<file path="config.mk">
export PLATFORM = sky130hd
export DESIGN_NAME = dtc_feature_driver
export DESIGN_NICKNAME = d
export VERILOG_FILES = /design/src/rtl/dtc_feature_driver.sv
export SDC_FILE = /design/constraint.sdc
export NUM_CORES = 1
export LEC_CHECK = 0
export BUFFER_PORTS_ARGS = -buffer_cell sky130_fd_sc_hd__buf_2
export CAP_MARGIN = 10
export CORE_ASPECT_RATIO = 1.25
export CORE_UTILIZATION = 45
export DETAILED_ROUTE_END_ITERATION = 7
export HOLD_SLACK_MARGIN = 0.03
export PLACE_DENSITY = 0.65
export SLEW_MARGIN = 20
export SYNTH_ARGS = -nofsm -noshare
export SYNTH_HDL_FRONTEND = slang
export SYNTH_SLANG_ARGS = --single-unit
</file>
<file path="constraint.sdc">
create_clock -name clk -period 1.95 [get_ports clk]
set_input_delay 0.2925 -clock clk [delete_from_list [all_inputs] [get_ports clk]]
set_output_delay 0.2925 -clock clk [all_outputs]
set_load 0.03 [all_outputs]
</file>
<file path="src/rtl/dtc_feature_driver.sv">
// dtc_feature_driver: serial feature collector and result returner for dtc_* classifiers; DTC_DRV_HIST_EN adds an 8-deep class history
module dtc_feature_driver #(
  parameter int N_FEAT = 13,
  parameter int LAT = 0,
  parameter int CNT_W = 16
) (
  input  logic clk,
  input  logic rst,
  input  logic s_valid,
  output logic s_ready,
  input  logic s_bit,
  output logic [N_FEAT-1:0] dtc_inp,
  input  logic dtc_outp,
  output logic m_valid,
  input  logic m_ready,
  output logic m_class,
  input  logic cnt_clr,
  output logic [CNT_W-1:0] pos_count
`ifdef DTC_DRV_HIST_EN
  ,
  output logic [7:0] hist
`endif
);
  localparam logic [1:0] COLLECT = 2'd0, WAIT = 2'd1, HOLD = 2'd2;
  localparam int IW = N_FEAT > 1 ? $clog2(N_FEAT) : 1;
  logic [1:0] state_q, state_d;
  logic [IW-1:0] idx_q, idx_d;
  logic [3:0] wcnt_q, wcnt_d;
  logic [N_FEAT-1:0] inp_q, inp_d;
  logic m_valid_q, m_valid_d, m_class_q, m_class_d;
  logic [CNT_W-1:0] cnt_q, cnt_d;
  logic acc, hs, last;
  assign s_ready = !rst && state_q == COLLECT;
  assign acc = s_valid && s_ready;
  assign hs = m_valid_q && m_ready;
  assign last = idx_q == IW'(N_FEAT - 1);
  assign dtc_inp = inp_q;
  assign m_valid = m_valid_q;
  assign m_class = m_class_q;
  assign pos_count = cnt_q;
  always_comb begin
    state_d = state_q;
    idx_d = idx_q;
    wcnt_d = wcnt_q;
    inp_d = inp_q;
    m_valid_d = m_valid_q;
    m_class_d = m_class_q;
    if (acc) begin
      inp_d[idx_q] = s_bit;
      idx_d = last ? '0 : idx_q + 1'b1;
      state_d = last ? WAIT : COLLECT;
      wcnt_d = last ? 4'(LAT) : wcnt_q;
    end
    if (state_q == WAIT) begin
      state_d = wcnt_q == 4'd0 ? HOLD : WAIT;
      m_valid_d = wcnt_q == 4'd0;
      m_class_d = wcnt_q == 4'd0 ? dtc_outp : m_class_q;
      wcnt_d = wcnt_q == 4'd0 ? wcnt_q : wcnt_q - 1'b1;
    end
    if (hs) begin
      m_valid_d = 1'b0;
      state_d = COLLECT;
    end
    // clear has priority over a same-cycle positive handshake
    cnt_d = cnt_clr ? '0 : (hs && m_class_q && !(&cnt_q)) ? cnt_q + 1'b1 : cnt_q;
  end
  always_ff @(posedge clk) begin
    if (rst) begin
      state_q <= COLLECT;
      idx_q <= '0;
      wcnt_q <= '0;
      inp_q <= '0;
      m_valid_q <= 1'b0;
      m_class_q <= 1'b0;
      cnt_q <= '0;
    end else begin
      state_q <= state_d;
      idx_q <= idx_d;
      wcnt_q <= wcnt_d;
      inp_q <= inp_d;
      m_valid_q <= m_valid_d;
      m_class_q <= m_class_d;
      cnt_q <= cnt_d;
    end
  end
`ifdef DTC_DRV_HIST_EN
  logic [7:0] hist_q, hist_d;
  assign hist = hist_q;
  always_comb hist_d = hs ? {hist_q[6:0], m_class_q} : hist_q;
  always_ff @(posedge clk) begin
    if (rst) hist_q <= '0;
    else hist_q <= hist_d;
  end
`endif
endmodule

</file>
# --- Yosys cells after proc, flatten, opt, wreduce, memory -nomap -nowiden ---
# Cells that the tools add are included.
totals:
  reg_bits: 41
  in_bits: 7
  word_cells: 44
  out_inout_bits: 32
classes:
  add_sub_neg: 3
  n_eq_ne: 3
  reduce_logical: 17
  magnitude_cmp: 2
  n_mux: 12
ops:
  columns: ["cell", "count"]
  rows:
  - ["$mux W4", 5]
  - ["$add A16 B1 Y16 const B", 1]
  - ["$reduce_and A16 Y1", 1]
  - ["$bwmux W13", 1]
  - ["$logic_and A1 B1 Y1", 6]
  - ["$mux W2", 3]
  - ["$lt A4 B5 Y1 const B", 1]
  - ["$add A4 B1 Y4 const B", 1]
  - ["$demux W1 S4", 1]
  - ["$eq A4 B4 Y1 const B", 1]
  - ["$ge A4 B1 Y1 const B", 1]
  - ["$logic_not A4 Y1", 1]
  - ["$reduce_bool A2 Y1", 2]
  - ["$reduce_or A2 Y1", 2]
  - ["$sub A4 B1 Y4 const B", 1]
  - ["$reduce_and A3 Y1", 1]
  - ["$eq A2 B1 Y1 const B", 1]
  - ["$logic_not A1 Y1", 2]
  - ["$logic_not A2 Y1", 1]
  - ["$mux W1", 2]
  - ["$ne A2 B2 Y1 const B", 1]
  - ["$reduce_and A2 Y1", 1]

# --- Depth between registers and ports, before layout ---
logic_depth:
  depth_word: 5
  ltp_mapped: 7
  depth_no_buf: 6

# --- Least setup slack after synthesis ---
# No wires, ideal clock.
synth_path:
  path_kind: "register -> register"
  from: "reg cnt_q[0] (netlist: pos_count[0])"
  to: "reg cnt_q[14] (netlist: pos_count[14])"
  required_ns: 1.880
  stages_incl_launch_ff: 6
  setup_slack_ns: -0.066
  setup_ns: 0.070
  arrival_ns: 1.946
  cell_sequence: "dfxtp_1 -> ha_1 -> nand3_4 -> or3_4 -> or4_1 -> a21oi_1"
synth_between:
  elab_chain_cells: 3
  word_cells_on_any_way: 4
  cone_classes: "add/sub: 1; reduce/logical: 3"
synth_lines:
  columns: ["item", "line_no", "text"]
  rows:
  - ["start, declared", "31", "logic [CNT_W-1:0] cnt_q, cnt_d;"]
  - ["start signal, assigned", "83", "cnt_q <= cnt_d;"]
  - ["branches (longest 3 deep; another with $add A16 B1 Y16)", null, null]
# Several ways; the timed one is not identified.
# A chain may end at the register's enable or synchronous reset.

# --- Final worst setup path ---
# Ends and elaborated chain as after synthesis.

==> reports/qor.csv <==
metric,value,unit
routabilityCongestion,0.814,
vdd_drop_max,0.000541,V
worstSetupPathType,flip-flop to flip-flop,
clock.fmax,0.556,GHz
grt_max_degree,28,
tns,0,ps
insertedDiodeCount,0,
async_reset_ff_share,0,%
syn_to_final_growth,19.1,%
fin_cells,333,
cts-buffers-inserted,5,
utilization,56.8,%
maxCapViolations,0,
grt_pass1_vias,1655,
synth_ff_type,dfxtp_1,
post_cts.repair.setup_buffers,0,
yosys_warnings,0,
routed-via-count,1823,
cp_max_fo,8,
wl_per_cell,12.8,um
clockBufferDepth,2,
ys_seq_area_share,41.3,%
maxSlewViolCount,0,
portBuffers,38,
synth_common_cells,"41 x dfxtp_1, 29 x nor2_1, 19 x a21oi_1, 19 x nand3_1, 14 x mux2i_1",
die-area,4690,um2
netlist_instances,235,
slew_headroom,71.7,%
synth_area_leaders,"dfxtp_1 41%, mux2i_1 7.1%, nor2_1 5.5%",
totalWireLength,4270,um
track_usage,20.0,%
finalHoldViolations,0,
cp-start-kind,flip-flop,
fillers,440,
netlist.area_leader.share,41.3,%
route.detailed.drc,0,
overflow,0,
placed_cells,325,
post-dp-hpwl,3060,um
die_height,76.3,um
grt_pass1_wl,7190,um
status,finished clean,
cts.sink_count,41,
nets,290,
p_total,1.53,mW
rows,26,
die_w,61.4,um
cp.required,2180,ps
synth_area,1990,um2
clk_pin_slew,80,ps
routed_via_density,5.47,
pwr_density_cell,649,nW/um2
htree_num_levels,2,
cts_root_buffer,clkbuf_8,
start_util,47.7,%
ant_nets,0,
drt_iter0_drc,109,
synthMostInstantiatedCell,dfxtp_1,
core_area,4160,um2
ys_ff_latch,41,
worst_slew_pin_slew,419,ps
rsz0062_at_grt,false,
clk_latency,290,ps
ys_types,38,
crit_path_end_kind,flip-flop,
drive_gt1_share,22.0,%
num_io_pins,39,
period_needed,1800,ps
fin_crit_sh,92.2,%
cts_tree,done,
arrival,2030,ps
synth_edf_count,0,
grt_antenna_before_repair,0,
syn_area_per_cell,8.45,um2
p_leak,1.01,nW
setup_viol,0,
hp-class,input pin to flip-flop,
clock_skew,10.2,ps
syn_nets,249,
dr.pass1.iters,4,
synth_largest_area_cell,dfxtp_1,
[cell usage in the layout (no fill, tap or decap), types with 2 or more instances in the layout]
cell type,count
nand4_1,5
nor2_1,29
ha_1,6
inv_1,5
nor4_1,2
nor2b_1,3
nor3_1,11
mux2i_1,14
and3_1,2
nand3_1,19
o31ai_1,6
or2_2,2
nand2b_1,2
or4_1,8
a31oi_1,3
dfxtp_2,2
and2_1,2
nand2_1,12
or3_1,6
buf_2,38
a41o_1,2
dfxtp_1,39
o21ai_0,10
clkbuf_8,7
a21oi_1,19
buf_4,7
[timing repair]
action                     CTS  global route
resized for setup            0             1
setup endpoints to repair    0             1
hold buffers                 0             0
[layout make-up]
type | instances | area [um2] | area share, %
Inverter | 5 | 18.8 | 0.793
Multi-Input combinational cell | 178 | 1110 | 46.9
Tap cell | 56 | 70.1 | 2.96
Clock buffer | 7 | 96.3 | 4.07
Sequential cell | 41 | 823 | 34.8
Timing Repair Buffer | 45 | 243 | 10.3
Clock inverter | 1 | 5.00 | 0.212
[worst paths after layout]
kind / start / end / slack, ps / cells past startpoint
max: pos_count[0]$_SDFFE_PP0P_ / pos_count[14]$_SDFFE_PP0P_ / 150 / 5
min: dtc_outp / m_class$_SDFFE_PP0P_ / 260 / 3
max reg2reg: pos_count[0]$_SDFFE_PP0P_ / pos_count[14]$_SDFFE_PP0P_ / 150 / 5
min reg2reg: dtc_inp[6]$_SDFFE_PP0P_ / dtc_inp[6]$_SDFFE_PP0P_ / 490 / 2
[worst max-delay path, cell delays in order, from the launching register on]
cell and delay (ps):
dfxtp_2 360, ha_2 220, nand3_4 110, or3_4 400
or4_1 500, a21oi_1 140
[logic make-up (layout without fill, tap and decap cells)]
family / count (synthesis) / in the layout / share of synthesized area [%]
and+or+nand+nor: 111 / 111 / 29.8
AOI/OAI and AO/OA: 45 / 45 / 13.7
adders and majority gates: 7 / 7 / 4.41
xor gates and xnor gates: 1 / 1 / 0.441
buffers and inverters: 16 / 58 / 3.27
DFF: 41 / 41 / 41.3
muxes: 14 / 14 / 7.05
[flip-flops by register name, summed over array words and instances, names as in the netlist]
name / count
pos_count: 16
dtc_inp: 13
idx_q: 4
wcnt_q: 4
state_q: 2
m_class: 1
m_valid: 1
[metal layers]
metal  track usage, %  up-vias  share of wire [%]
met5                0        -                  0
met4             7.56        0                1.3
met3             4.92        6                4.0
met2             33.9       36                 50
met1             23.4      838                 44
li1                 -      943                  -
[metrics by stage]
| stage | setup WS, ps | hold WS (ps) | area [um2] |
|---|---|---|---|
| finish | 152 | 255 | 2370 |
| global route | 25.0 | 249 | 2370 |
| CTS | 123 | 251 | 2360 |
| detailed placement | 135 | 480 | 2260 |
| global placement | 157 | 473 | 2260 |
| floorplan | 67.2 | 429 | 1990 |
[where the power goes]
| part | leakage (nW) | switching, mW | internal [mW] |
|---|---|---|---|
| Clock | 0.0542 | 0.294 | 0.320 |
| Sequential | 0.331 | 0.00455 | 0.841 |
| Combinational | 0.622 | 0.0504 | 0.0245 |
| Total | 1.01 | 0.349 | 1.19 |
Note: power is estimated with default switching activity, not from simulation.
